### config.mk
export PLATFORM = sky130hd
export DESIGN_NAME = tt_um_mod6_rr_scheduler
export DESIGN_NICKNAME = d
export VERILOG_FILES = /design/src/rtl/tt_um_mod6_rr_scheduler.sv
export SDC_FILE = /design/constraint.sdc
export NUM_CORES = 1
export LEC_CHECK = 0
export CORE_MARGIN = 2
export CORE_UTILIZATION = 30
export CTS_CLUSTER_SIZE = 28
export DETAILED_ROUTE_END_ITERATION = 10
export SLEW_MARGIN = 10
export SYNTH_ARGS = -nofsm -noshare
export SYNTH_HDL_FRONTEND = slang
export SYNTH_SLANG_ARGS = --single-unit
### constraint.sdc
create_clock -name clk -period 3.7 [get_ports clk]
set_clock_uncertainty 0.05 [all_clocks]
set_input_delay 0.74 -clock clk [delete_from_list [all_inputs] [get_ports clk]]
set_output_delay 0.74 -clock clk [all_outputs]
set_load 0.01 [all_outputs]
### src/rtl/tt_um_mod6_rr_scheduler.sv
// tt_um_mod6_rr_scheduler
// Round-robin time-slice scheduler. It shares one slice counter between four
// requesters. A winner holds the grant for up to SLICE_LEN cycles, or until it
// drops its request. Every grant is followed by a one-cycle turnaround gap,
// and then priority rotates to the requester after the last holder.
//
// Optional feature: define SCHED_PRIO_EN to let ui_in[6] force requester 0 to
// win at any arbitration point where req[0] is asserted. It never preempts a
// running grant.
//
// Pin map:
//   ui_in   [3:0] req, [4] pause, [5] soft clear, [6] prio0, [7] unused
//   uo_out  [3:0] grant (one-hot), [6:4] slice count, [7] busy
//   uio_out [1:0] holder (current or last), [2] slice_done, [7:3] grant count
//
// Handshake: req[i] is a level request. The scheduler answers with grant[i]
// one cycle after it samples req[i] at an arbitration point. The grant stays
// high while req[i] is held and the slice has not expired. When req[i] drops,
// the grant is released on the next edge. There is no preemption.
module tt_um_mod6_rr_scheduler #(
    parameter int SLICE_LEN = 6,
    parameter int CNT_W     = 3
) (
    input  logic       clk,
    input  logic       rst_n,
    input  logic [7:0] ui_in,
    output logic [7:0] uo_out,
    input  logic [7:0] uio_in,
    output logic [7:0] uio_out,
    output logic [7:0] uio_oe,
    input  logic       ena
);

    typedef enum logic [1:0] {
        IDLE  = 2'd0,
        GRANT = 2'd1,
        GAP   = 2'd2
    } state_t;

    localparam logic [CNT_W-1:0] SLICE_LAST = CNT_W'(SLICE_LEN - 1);

    logic [3:0] req;
    logic       pause;
    logic       clear;

    assign req   = ui_in[3:0];
    assign pause = ui_in[4];
    assign clear = ui_in[5];

    state_t           state_q, state_d;
    logic [3:0]       grant_q, grant_d;
    logic [CNT_W-1:0] slice_q, slice_d;
    logic [1:0]       ptr_q, ptr_d;
    logic [1:0]       holder_q, holder_d;
    logic             done_q, done_d;
    logic [4:0]       gcnt_q, gcnt_d;
    logic             busy_q, busy_d;

    logic             win_found;
    logic [1:0]       win_idx;
    logic [1:0]       scan_idx;

    // The unused pins are tied into one reduction so that nothing dangles.
    logic unused_pins;
`ifdef SCHED_PRIO_EN
    assign unused_pins = &{1'b0, uio_in, ena, ui_in[7]};
`else
    assign unused_pins = &{1'b0, uio_in, ena, ui_in[7], ui_in[6]};
`endif

    // Pick the first asserted request starting at ptr, wrapping modulo 4.
    always_comb begin
        win_found = 1'b0;
        win_idx   = ptr_q;
        scan_idx  = ptr_q;
        // Scan from the farthest offset down, so the closest match to ptr wins.
        for (int k = 3; k >= 0; k--) begin
            scan_idx = ptr_q + 2'(k);
            if (req[scan_idx]) begin
                win_found = 1'b1;
                win_idx   = scan_idx;
            end
        end
`ifdef SCHED_PRIO_EN
        if (ui_in[6] && req[0]) begin
            win_found = 1'b1;
            win_idx   = 2'd0;
        end
`endif
    end

    // Next-state logic: clear overrides pause, and pause overrides normal operation.
    always_comb begin
        state_d  = state_q;
        grant_d  = grant_q;
        slice_d  = slice_q;
        ptr_d    = ptr_q;
        holder_d = holder_q;
        done_d   = 1'b0;
        gcnt_d   = gcnt_q;

        if (clear) begin
            state_d  = IDLE;
            grant_d  = 4'd0;
            slice_d  = '0;
            ptr_d    = 2'd0;
            holder_d = 2'd0;
            gcnt_d   = 5'd0;
        end else if (pause) begin
            // Everything holds its value. slice_d keeps slice_q and done_d stays 0.
        end else begin
            case (state_q)
                GRANT: begin
                    // Expiry takes precedence over a drop on the same edge.
                    if (slice_q == SLICE_LAST || !req[holder_q]) begin
                        done_d  = (slice_q == SLICE_LAST);
                        state_d = GAP;
                        grant_d = 4'd0;
                        slice_d = '0;
                        ptr_d   = holder_q + 2'd1;
                        gcnt_d  = gcnt_q + 5'd1;
                    end else begin
                        slice_d = slice_q + CNT_W'(1);
                    end
                end
                default: begin
                    // IDLE and GAP both arbitrate on this edge.
                    if (win_found) begin
                        state_d  = GRANT;
                        grant_d  = 4'b0001 << win_idx;
                        holder_d = win_idx;
                        slice_d  = '0;
                    end else begin
                        state_d = IDLE;
                        grant_d = 4'd0;
                    end
                end
            endcase
        end
    end

    assign busy_d = (state_d != IDLE);

    // State and output registers, cleared asynchronously.
    always_ff @(posedge clk or negedge rst_n) begin
        if (!rst_n) begin
            state_q  <= IDLE;
            grant_q  <= 4'd0;
            slice_q  <= '0;
            ptr_q    <= 2'd0;
            holder_q <= 2'd0;
            done_q   <= 1'b0;
            gcnt_q   <= 5'd0;
            busy_q   <= 1'b0;
        end else begin
            state_q  <= state_d;
            grant_q  <= grant_d;
            slice_q  <= slice_d;
            ptr_q    <= ptr_d;
            holder_q <= holder_d;
            done_q   <= done_d;
            gcnt_q   <= gcnt_d;
            busy_q   <= busy_d;
        end
    end

    assign uo_out  = {busy_q, 3'(slice_q), grant_q};
    assign uio_out = {gcnt_q, done_q, holder_q};
    assign uio_oe  = 8'hFF;

endmodule

# == Word level (Yosys, flattened, before mapping) ==
# Index checks and enable logic that the tools add are counted.
# word_totals
in_bits,19
ff_bits,20
elab_cells,85
# op_classes
magnitude_cmp,5
muxes,49
addsub,6
n_eq_ne,5
reduce_logical,11
n_shift,1
# ops
cell,count
$mux W2,16
$mux W4,5
$mux W5,4
$lt A2 B3 Y1 const B,5
$mux W3,5
$mux W1,14
$bmux W1 S2,5
$reduce_bool A2 Y1,4
$reduce_and A3 Y1,2
$add A5 B1 Y5 const B,1
$add A2 B1 Y2 const B,2
$add A2 B2 Y2 const B,2
$reduce_and A2 Y1,2
$shl A1 B2 Y4 const A,1
$add A3 B1 Y3 const B,1
$eq A3 B3 Y1 const B,1
$ne A3 B3 Y1 const B,1
$reduce_bool A3 Y1,1
$eq A2 B1 Y1 const B,1
$ne A2 B1 Y1 const B,1
$ne A2 B2 Y1 const B,1
$logic_not A1 Y1,1
$logic_or A1 B1 Y1,1

# == Logic depth before layout (Yosys ltp) ==
# depth
word_depth,12
mapped_depth,7
mapped_depth_nobuf,6

# == Worst setup path before layout ==
# Ideal clock, no wire load.
# synth_path
path_type,in2reg
from,in ui_in[4]
to,reg gcnt_q[4]
t_arrival_ps,1772
t_required_ps,3523
path_buffers,0
setup_ps,127
slack_ps,1750
cell_stages,4
path_cell_list,or3b_4 -> a221oi_4 -> nand4_1 -> mux2_1
# synth_between
elab_chain_cells,2
# synth_rtl
item,line,source
from (decl),26,"input logic [7:0] ui_in,"
$ne A2 B1 Y1 (no line),--,
$reduce_and A3 Y1 (no line),--,
to (signal assigned),162,gcnt_q <= gcnt_d;
to (decl),56,"logic [4:0] gcnt_q, gcnt_d;"
# No other way between the ends.
# A chain may end at the register's enable or synchronous reset.

# == Worst setup path after layout ==
# layout_path
from,in ui_in[4]
to,reg gcnt_q[3]
# The elaborated chain is that of the path after synthesis.

==> metrics.yaml <==
path_cells: "clkdlybuf4s50_1 > or3b_4 > a221oi_4 > nand4_1 > mux2_1"
post-route-min-period_ps: 2580
cts_tree: "built"
finalSetupTns_ps: 0
cts_hold_buf: 0
synth_sequential_area_ratio: 0.399
max-cap-violations: 0
grtUsageTotal: 0.124
synth_cells: 123
grt-ovfl-total: 0
core_area_um2: 4000
crit_type: "input pin to flip-flop"
routabilityCongestion: 0.763
fmax_mhz: 388
routed_wl_mm: 2.64
ys_ff_latch: 20
syn_to_final_growth_pct: 22.2
fp.dieW_um: 68.6
clockRootBuffer: "clkbuf_8"
endpoint_kind: "flip-flop"
grt_first_pass_wirelength_mm: 4.38
viasPerCell: 5.06
yosys-top-cells-area: "dfrtp_1 (40%), buf_4 (6.0%), nand2b_1 (3.5%)"
antenna_found_initial: 0
holdWs_ps: 440
htree_levels: 1
yosys.area.top_type_share: 0.399
start_util: 0.313
syn-cell-area_um2: 1250
clkTransAtPathRegs_ps: 70
p_leak_nw: 0.613
ys_async_sr_fraction: 1.00
grt_max_degree: 23
hold_class: "flip-flop to flip-flop"
startpoint_type: "input pin"
rsz0062_at_grt: "no"
stdcell_area_um2: 1530
synth-main-ff-cell: "dfrtp_1"
ir_worst_vdd_mv: 0.180
ioPinCount: 43
port_buffers: 23
clock-sinks: 20
post-cts-setup-buffers: 0
synth-edff-count: 0
dp_hpwl_mm: 2.01
crit_required_ps: 3790
first_pass_iters: 4
synth.avg_cell_area_um2: 10.2
cts_resized: 0
wl_per_cell_um: 13.6
fillers: 392
tightest_slew_ps: 893
fin_nets: 168
cts-buffers-inserted: 3
hold_viol: 0
p_per_area_nw_per_um2: 306
antenna_cells: 0
maxSlewHeadroom: 0.403
vias: 982
drtIter0Drc: 27
ys_types: 46
setup-violations-final: 0
clk_latency_ps: 250
status: "finished clean"
cp_slowest_cell: "clkdlybuf4s50_1"
final_antenna_net_count: 0
drive_above_1_share: 0.118
worstPathArrival_ps: 2660
synth_area_leader_cell: "dfrtp_1"
row_count: 23
die_area_um2: 4710
grt_pass1_vias: 1006
clockBufferDepth: 2
yosys_warnings: 0
placed_area_um2: 1490
route.detailed.drc: 0
cp_max_fo: 11
slew_viol_final: 0
min_period_over_period: 0.696
slowest_delay_ps: 570
die_h_um: 68.6
[area by class of cell]
cell class	count	area [um^2]	area share
multi-input cells	92	667	0.435
flip-flops and latches	20	500	0.327
repair buffers	25	245	0.160
well taps	50	62.6	0.0408
clock buffers	3	41.3	0.0270
inverters	4	15.0	0.00980
[path summary, 6_finish.rpt]
check	from	endpoint	slack, ps	depth (start not counted)
worst min-delay path	grant_q[1]	grant_q[1]	440	1
max in group asynchronous	rst_n	slice_q[2]	2110	1
worst min register to register	grant_q[1]	grant_q[1]	440	1
worst max-delay path	ui_in[4]	gcnt_q[3]	1120	5
min in group asynchronous	rst_n	grant_q[3]	940	1
worst max register to register	slice_q[1]	gcnt_q[3]	1700	6
[state kept, by name (all words and copies together), names as in the netlist]
signal and cells:
done_q 1, state_q 2, grant_q 4, busy_q 1, ptr_q 2, holder_q 2
gcnt_q 5, slice_q 3
[metrics by stage]
| step | std cells | setup slack [ps] | total power, mW | utilization |
|---|---|---|---|---|
| floorplan | 130 | 1750 | 0.306 | - |
| global placement | 191 | 895 | 0.334 | 0.373 |
| detailed placement | 191 | 849 | 0.337 | 0.373 |
| CTS | 194 | 1120 | 0.476 | 0.383 |
| global route | 194 | 1040 | 0.498 | 0.383 |
| finish | 194 | 1120 | 0.469 | 0.383 |
[synth_stat cells, types with 3 or more instances]
| cell type | number |
|---|---|
| clkbuf_1 | 3 |
| nor2_1 | 9 |
| inv_1 | 4 |
| a21oi_1 | 8 |
| dfrtp_1 | 20 |
| nand2_1 | 5 |
| nor2b_1 | 4 |
| nand2b_1 | 7 |
| ha_1 | 3 |
| nor3_1 | 3 |
| buf_4 | 10 |
[where the power goes]
group	internal, mW	switching (mW)	total, mW
combinational	0.0442	0.0526	0.0967
sequential	0.227	0.00957	0.237
clock	0.0723	0.0636	0.136
[logic make-up (layout without fill, tap and decap cells)]
logic type      Yosys count  after routing  share of synthesized area
flops                    20             20                      0.399
xor+xnor                  2              2                     0.0140
other cells               1              8                    0.00299
simple gates             42             42                      0.193
mux                       5              5                     0.0499
buf+inv                  18             32                     0.0898
fa+ha+maj                 3              3                     0.0299
compound gates           32             32                      0.222
[worst max-delay path: cells and delay by family]
kind                   cells  cell delay [ps]
buffers and inverters      1              570
muxes                      1              330
and+or+nand+nor            2              650
AOI/OAI and AO/OA          1              380
[cells in the final DEF (no fill, tap or decap), types with 3 or more instances in the layout]
cell type        Yosys  layout
nor2b_1              4       4
nand2_1              5       5
nor3_1               3       3
dfrtp_1             20      20
clkdlybuf4s50_1      0      23
nand2b_1             7       7
a21oi_1              8       8
clkbuf_8             0       3
inv_1                4       4
nor2_1               9       9
conb_1               1       8
ha_1                 3       3
[routing by layer]
layer / routed length, um / vias up / GRT usage
met5: 0 / - / 0
met4: 28 / 0 / 0.0450
met3: 99 / 4 / 0.0227
met2: 1380 / 24 / 0.234
met1: 1130 / 484 / 0.138
li1: - / 470 / -
No activity file was read; power rests on OpenSTA's default activity.
==> patch 1 (config.mk and constraints unchanged) <==
The 3 states of `state_t` get a one-hot encoding in 3 bits.
--- a/src/rtl/tt_um_mod6_rr_scheduler.sv
+++ b/src/rtl/tt_um_mod6_rr_scheduler.sv
@@ -32,8 +32,8 @@
 );
 
-    typedef enum logic [1:0] {
-        IDLE  = 2'd0,
-        GRANT = 2'd1,
-        GAP   = 2'd2
+    typedef enum logic [2:0] {
+        IDLE  = 3'b001,
+        GRANT = 3'b010,
+        GAP   = 3'b100
     } state_t;
 
Behaviour: same outputs for any inputs over 10 cycles, from zero or initial values and one cycle with rst_n low; not proved beyond that.
==> patch 1 against the unedited design <==
First-iteration DRC count grew 93%. Setup slack got worse by 0.043 ns. Synthesized area rose by 2.7%. Combinational power shrank 19%. Design area increased by 2.2%. Die area grew 2.5%. Fmax shrank 1.6%. Sequential cell count grew 1. Total power up 1.0%. Synthesized cell count up 9.8%. Routed wire length is 11% higher. Count of clock-buffer cells in the layout grew 1.
==> patch 1: results (changes against the unedited design) <==
Outcome
  – Outcome: completed

STA
  – Max_slew headroom: 0.364 (-0.0382)

Clocking
  – Root Driver: clkbuf_8
  – Clock-pin slew on the worst setup and hold paths: 0.08 ns
  – Worst skew pair latency: 0.26 ns

Power
  – Worst VDD drop: 0.215 mV (+20%)
  – Lkg Pwr: 0.000634 uW (+3.3%)
  – Switching share of total power: 0.269 (+0.00143)

Worst setup path
  – CP Max Fanout: 16 (+5)
  – Arrival @ worst endpoint: 2.77 ns (+0.11 ns)
  – Critical Path Max Stage Delay: 0.53 ns (-0.04 ns)
  – Slowest-stage cell, CP: or4b_4

Synthesis
  – Mux cell area share after synthesis: 0.0369 (-0.0130)
  – Post-Synth XOR/XNOR Area: 0.0136 (-0.000367)
  – Adder-cell area share of the yosys netlist: 0.0292 (-0.000786)
  – Sequential-to-total area share from yosys stat: 0.409 (+0.00993)
  – Synth Flop Type: dfrtp_1
  – Commonest cells in the synthesized netlist: dfrtp_1, a21oi_1, buf_4, nor2_1, nand2_1
  – Yosys cell types: 45 (-2.2%)
  – Ranking of synthesized cells by area: dfrtp_1, buf_4, a21oi_1
  – Synth Area in Compound Gates: 0.249 (+0.0272)

Placement
  – Hpwl dp: 2180 um (+8.3%)
  – GPL Wtd Cong: 0.717 (-6.0%)

Routing
  – Post-Route M1 WL: 1400 um (+24%)
  – Metal2 WL: 1390 um (+0.51%)
  – Met3 wire length: 136 um (+37%)
  – Number of vias per cell: 5.24 (+3.6%)
  – Uppermost routed layer: met4
  – Drt initial violations: 52 (+93%)
  – Routed wire per std cell: 14.3 um (+4.9%)

Global routing
  – Routing usage on met1: 0.161 (+0.0237)
  – GR Layer Usage met3: 0.0363 (+0.0136)
  – Vias in the first global route: 1,048 (+4.2%)
  – Met2 Resource Use GR: 0.212 (-0.0228)
  – First-pass GRT wire length: 5020 um (+15%)
  – GRT Util Overall: 0.126 (+0.00158)
  – Largest net degree at the start of global routing: 22 (-4.3%)

Layout
  – Top Registers: gcnt_q x5, grant_q x4
  – Share of layout cells above drive strength 1: 0.0833 (-0.0347)
  – Final #Nets: 179 (+6.5%)
  – # diodes: 0 (unchanged)
## patch 1: changes by cell type after synthesis, moves of 3 or more
cell	change
nand2b_1	-5
o21ai_0	+6
nand3_1	+3
a21o_1	+3
nand2_1	+4
o32ai_1	+4
a21oi_1	+4
## patch 1: area by class of cell
type / count / area (um2)
tap: 50 / 62.6
clock buffer: 4 / 45.0
fill: 418 / 2490
timing repair buffer: 25 / 245
sequential: 21 / 527
multi-input combinational: 102 / 671
inverter: 4 / 15.0
## patch 1: through the flow
stage               instance area [um2]  worst slack [ns]  instances   util  hold WS [ns]
global route                       1570             0.977        206  0.386         0.493
CTS                                1570              1.08        206  0.386         0.459
global placement                   1520             0.855        202  0.375         0.430
floorplan                          1310              1.55        142      -         0.394
finish                             1570              1.08        206  0.386         0.449
detailed placement                 1520             0.801        202  0.375         0.440
## patch 1: worst paths after layout
check	start	to	slack, ns	cells past startpoint
max in group asynchronous	rst_n	slice_q[0]$_DFFE_PN0P_	2.07	1
hold / removal	grant_q[2]$_DFFE_PN0P_	grant_q[2]$_DFFE_PN0P_	0.45	1
hold reg to reg	grant_q[2]$_DFFE_PN0P_	grant_q[2]$_DFFE_PN0P_	0.45	1
min in group asynchronous	rst_n	state_q[1]$_DFF_PN0_	0.95	1
setup / recovery	ui_in[4]	ptr_q[0]$_DFFE_PN0P_	1.08	6
setup reg to reg	state_q[2]$_DFF_PN0_	ptr_q[0]$_DFFE_PN0P_	1.64	4
## patch 1: power by group through the flow
stage / registers [uW] / logic (uW) / clock network, uW
finish: 242 / 78.6 / 153
global placement: 247 / 76.7 / 0
floorplan: 247 / 52.4 / 0
detailed placement: 247 / 79.0 / 0
global route: 244 / 86.7 / 170
CTS: 243 / 79.2 / 161
==> patch 2 (same flow settings) <==
Made on the original files. Add a define of `SCHED_PRIO_EN`.
--- a/src/rtl/tt_um_mod6_rr_scheduler.sv
+++ b/src/rtl/tt_um_mod6_rr_scheduler.sv
@@ -18,4 +18,6 @@
 // high while req[i] is held and the slice has not expired. When req[i] drops,
 // the grant is released on the next edge. There is no preemption.
+`define SCHED_PRIO_EN
+
 module tt_um_mod6_rr_scheduler #(
     parameter int SLICE_LEN = 6,
Behaviour: not the same (Yosys sat finds a counterexample within 4 cycles, from zero or initial values and one cycle with rst_n low).
==> patch 2 against the unedited design <==
Setup slack worse by 0.16 ns. Sequential cell count unchanged. Design area grew 0.41%. Total power grew 6.1%. Synthesized cell count increased by 12%. Sequential share of layout area shrank 0.13 points. Final cell count is 7.2% higher. Routed wire length increased by 2.4%. Sequential power barely moved. Die area rose by 0.19%. Non-clock buffer count is 1 lower. Via count up 6.5%. Synthesized area grew 0.20%. Largest cell class unchanged. Largest power group unchanged.
==> patch 2: results (changes against the unedited design) <==
Global routing
  – Largest net degree at the start of global routing: 22 (-4.3%)
  – Vias in the first global route: 1,004 (-0.20%)
  – First-pass GRT wire length: 4360 um (-0.48%)
  – GRT Util Overall: 0.122 (-0.00209)

Synthesis
  – Sequential-to-total area share from yosys stat: 0.398 (-0.000795)
  – Avg Cell Area, Syn: 9.10 um2 (-11%)
  – Ranking of synthesized cells by area: dfrtp_1, buf_4, a21oi_1
  – Commonest cells in the synthesized netlist: dfrtp_1, nor2_1, a21oi_1, buf_4, nand2_1
  – Yosys cell types: 42 (-8.7%)

Worst setup path
  – CP delay by family, top: multiplexers
  – CP Max Fanout: 9 (-2)
  – Arrival @ worst endpoint: 2.87 ns (+0.21 ns)
  – Critical Path Max Stage Delay: 0.59 ns (+0.02 ns)
  – Slowest-stage cell, CP: mux4_2

Layout
  – Share of layout cells above drive strength 1: 0.0570 (-0.0611)
  – Final Instance Count excl. Fillers: 208 (+7.2%)
  – Filler Cells Inserted: 423 (+7.9%)
  – Final #Nets: 181 (+7.7%)

Power
  – Lkg Pwr: 0.000626 uW (+2.1%)
  – Worst VDD drop: 0.111 mV (-38%)
  – Switching share of total power: 0.267 (-0.000917)

Worst hold path
  – Hold Path Class: reg -> reg

Routing
  – Vias: 1,046 (+6.5%)
  – Metal2 WL: 1350 um (-2.5%)
  – Drt initial violations: 43 (+59%)
  – Post-Route M1 WL: 1190 um (+5.2%)
  – Met3 wire length: 131 um (+32%)
  – DRT Wirelength: 2710 um (+2.4%)

Placement
  – Placed Cells: 204 (+6.8%)
  – GPL Wtd Cong: 0.719 (-5.8%)
  – Hpwl dp: 2030 um (+0.59%)
  – Dpl ws: 0.688 ns (-0.160 ns)
  – Port Buf Inserts: 24 (+4.3%)

Clocking
  – CTS buffer count: 3 (unchanged)
  – Root Driver: clkbuf_8
  – Worst skew pair latency: 0.26 ns
  – H-tree depth: 1 (unchanged)

Outcome
  – Outcome: completed

STA
  – Max_slew headroom: 0.404 (+0.00192)
==> patch 2: per-layer routing <==
layer / vias to the layer above / GRT usage
li1: 510 / -
met1: 499 / 0.147
met2: 32 / 0.213
met3: 5 / 0.0244
met4: 0 / 0.0490
met5: - / 0
==> patch 2: worst register-to-register path: cells and delay by family (launching register included) <==
| family | cells | cell delay [ns] |
|---|---|---|
| mux | 2 | 1.00 |
| compound gates | 1 | 0.50 |
| flops | 1 | 0.45 |
| simple gates | 1 | 0.09 |
==> patch 2: logic make-up (layout without fill, tap and decap cells) <==
| logic type | after synthesis | in the layout | synth area share |
|---|---|---|---|
| other | 1 | 8 | 0.00299 |
| DFF | 20 | 20 | 0.398 |
| muxes | 4 | 4 | 0.0428 |
| xor gates and xnor gates | 5 | 5 | 0.0349 |
| and+or+nand+nor | 50 | 50 | 0.204 |
| buffers and inverters | 21 | 34 | 0.0996 |
| AOI/OAI and AO/OA | 34 | 34 | 0.187 |
| adders and majority gates | 3 | 3 | 0.0299 |
==> patch 2: final timing paths <==
kind / slack [ns] / start / end / cells past startpoint
setup / recovery: 0.96 / ui_in[0] / ptr_q[0]$_DFFE_PN0P_ / 5
hold / removal: 0.43 / grant_q[2]$_DFFE_PN0P_ / grant_q[2]$_DFFE_PN0P_ / 2
setup reg to reg: 1.55 / holder_q[0]$_DFFE_PN0P_ / ptr_q[0]$_DFFE_PN0P_ / 4
hold reg to reg: 0.43 / grant_q[2]$_DFFE_PN0P_ / grant_q[2]$_DFFE_PN0P_ / 2
max in group asynchronous: 2.12 / rst_n / ptr_q[0]$_DFFE_PN0P_ / 1
min in group asynchronous: 0.94 / rst_n / slice_q[2]$_DFFE_PN0P_ / 1
==> patch 2: cell type report <==
cell class | instances | area, um2 | share of cell area
Clock buffer | 4 | 55.1 | 0.0358
Sequential cell | 20 | 500 | 0.325
Inverter | 6 | 22.5 | 0.0146
Tap cell | 50 | 62.6 | 0.0407
Multi-Input combinational cell | 104 | 657 | 0.427
Timing Repair Buffer | 24 | 240 | 0.156
==> patch 2: power by group through the flow <==
| stage | Combinational [uW] | Clock, uW | Sequential (uW) |
|---|---|---|---|
| 2_1_floorplan | 64.0 | 0 | 241 |
| 3_5_place_dp | 96.0 | 0 | 242 |
| 3_3_place_gp | 93.6 | 0 | 241 |
| 6_report | 95.9 | 165 | 237 |
| 4_1_cts | 96.4 | 170 | 237 |
| 5_1_grt | 107 | 181 | 239 |
==> patch 2: metrics by stage <==
| step | hold slack (ns) | instance area, um2 |
|---|---|---|
| after floorplan | 0.394 | 1280 |
| after global placement | 0.418 | 1480 |
| after detailed placement | 0.425 | 1480 |
| after CTS | 0.442 | 1540 |
| after global routing | 0.472 | 1540 |
| final | 0.429 | 1540 |
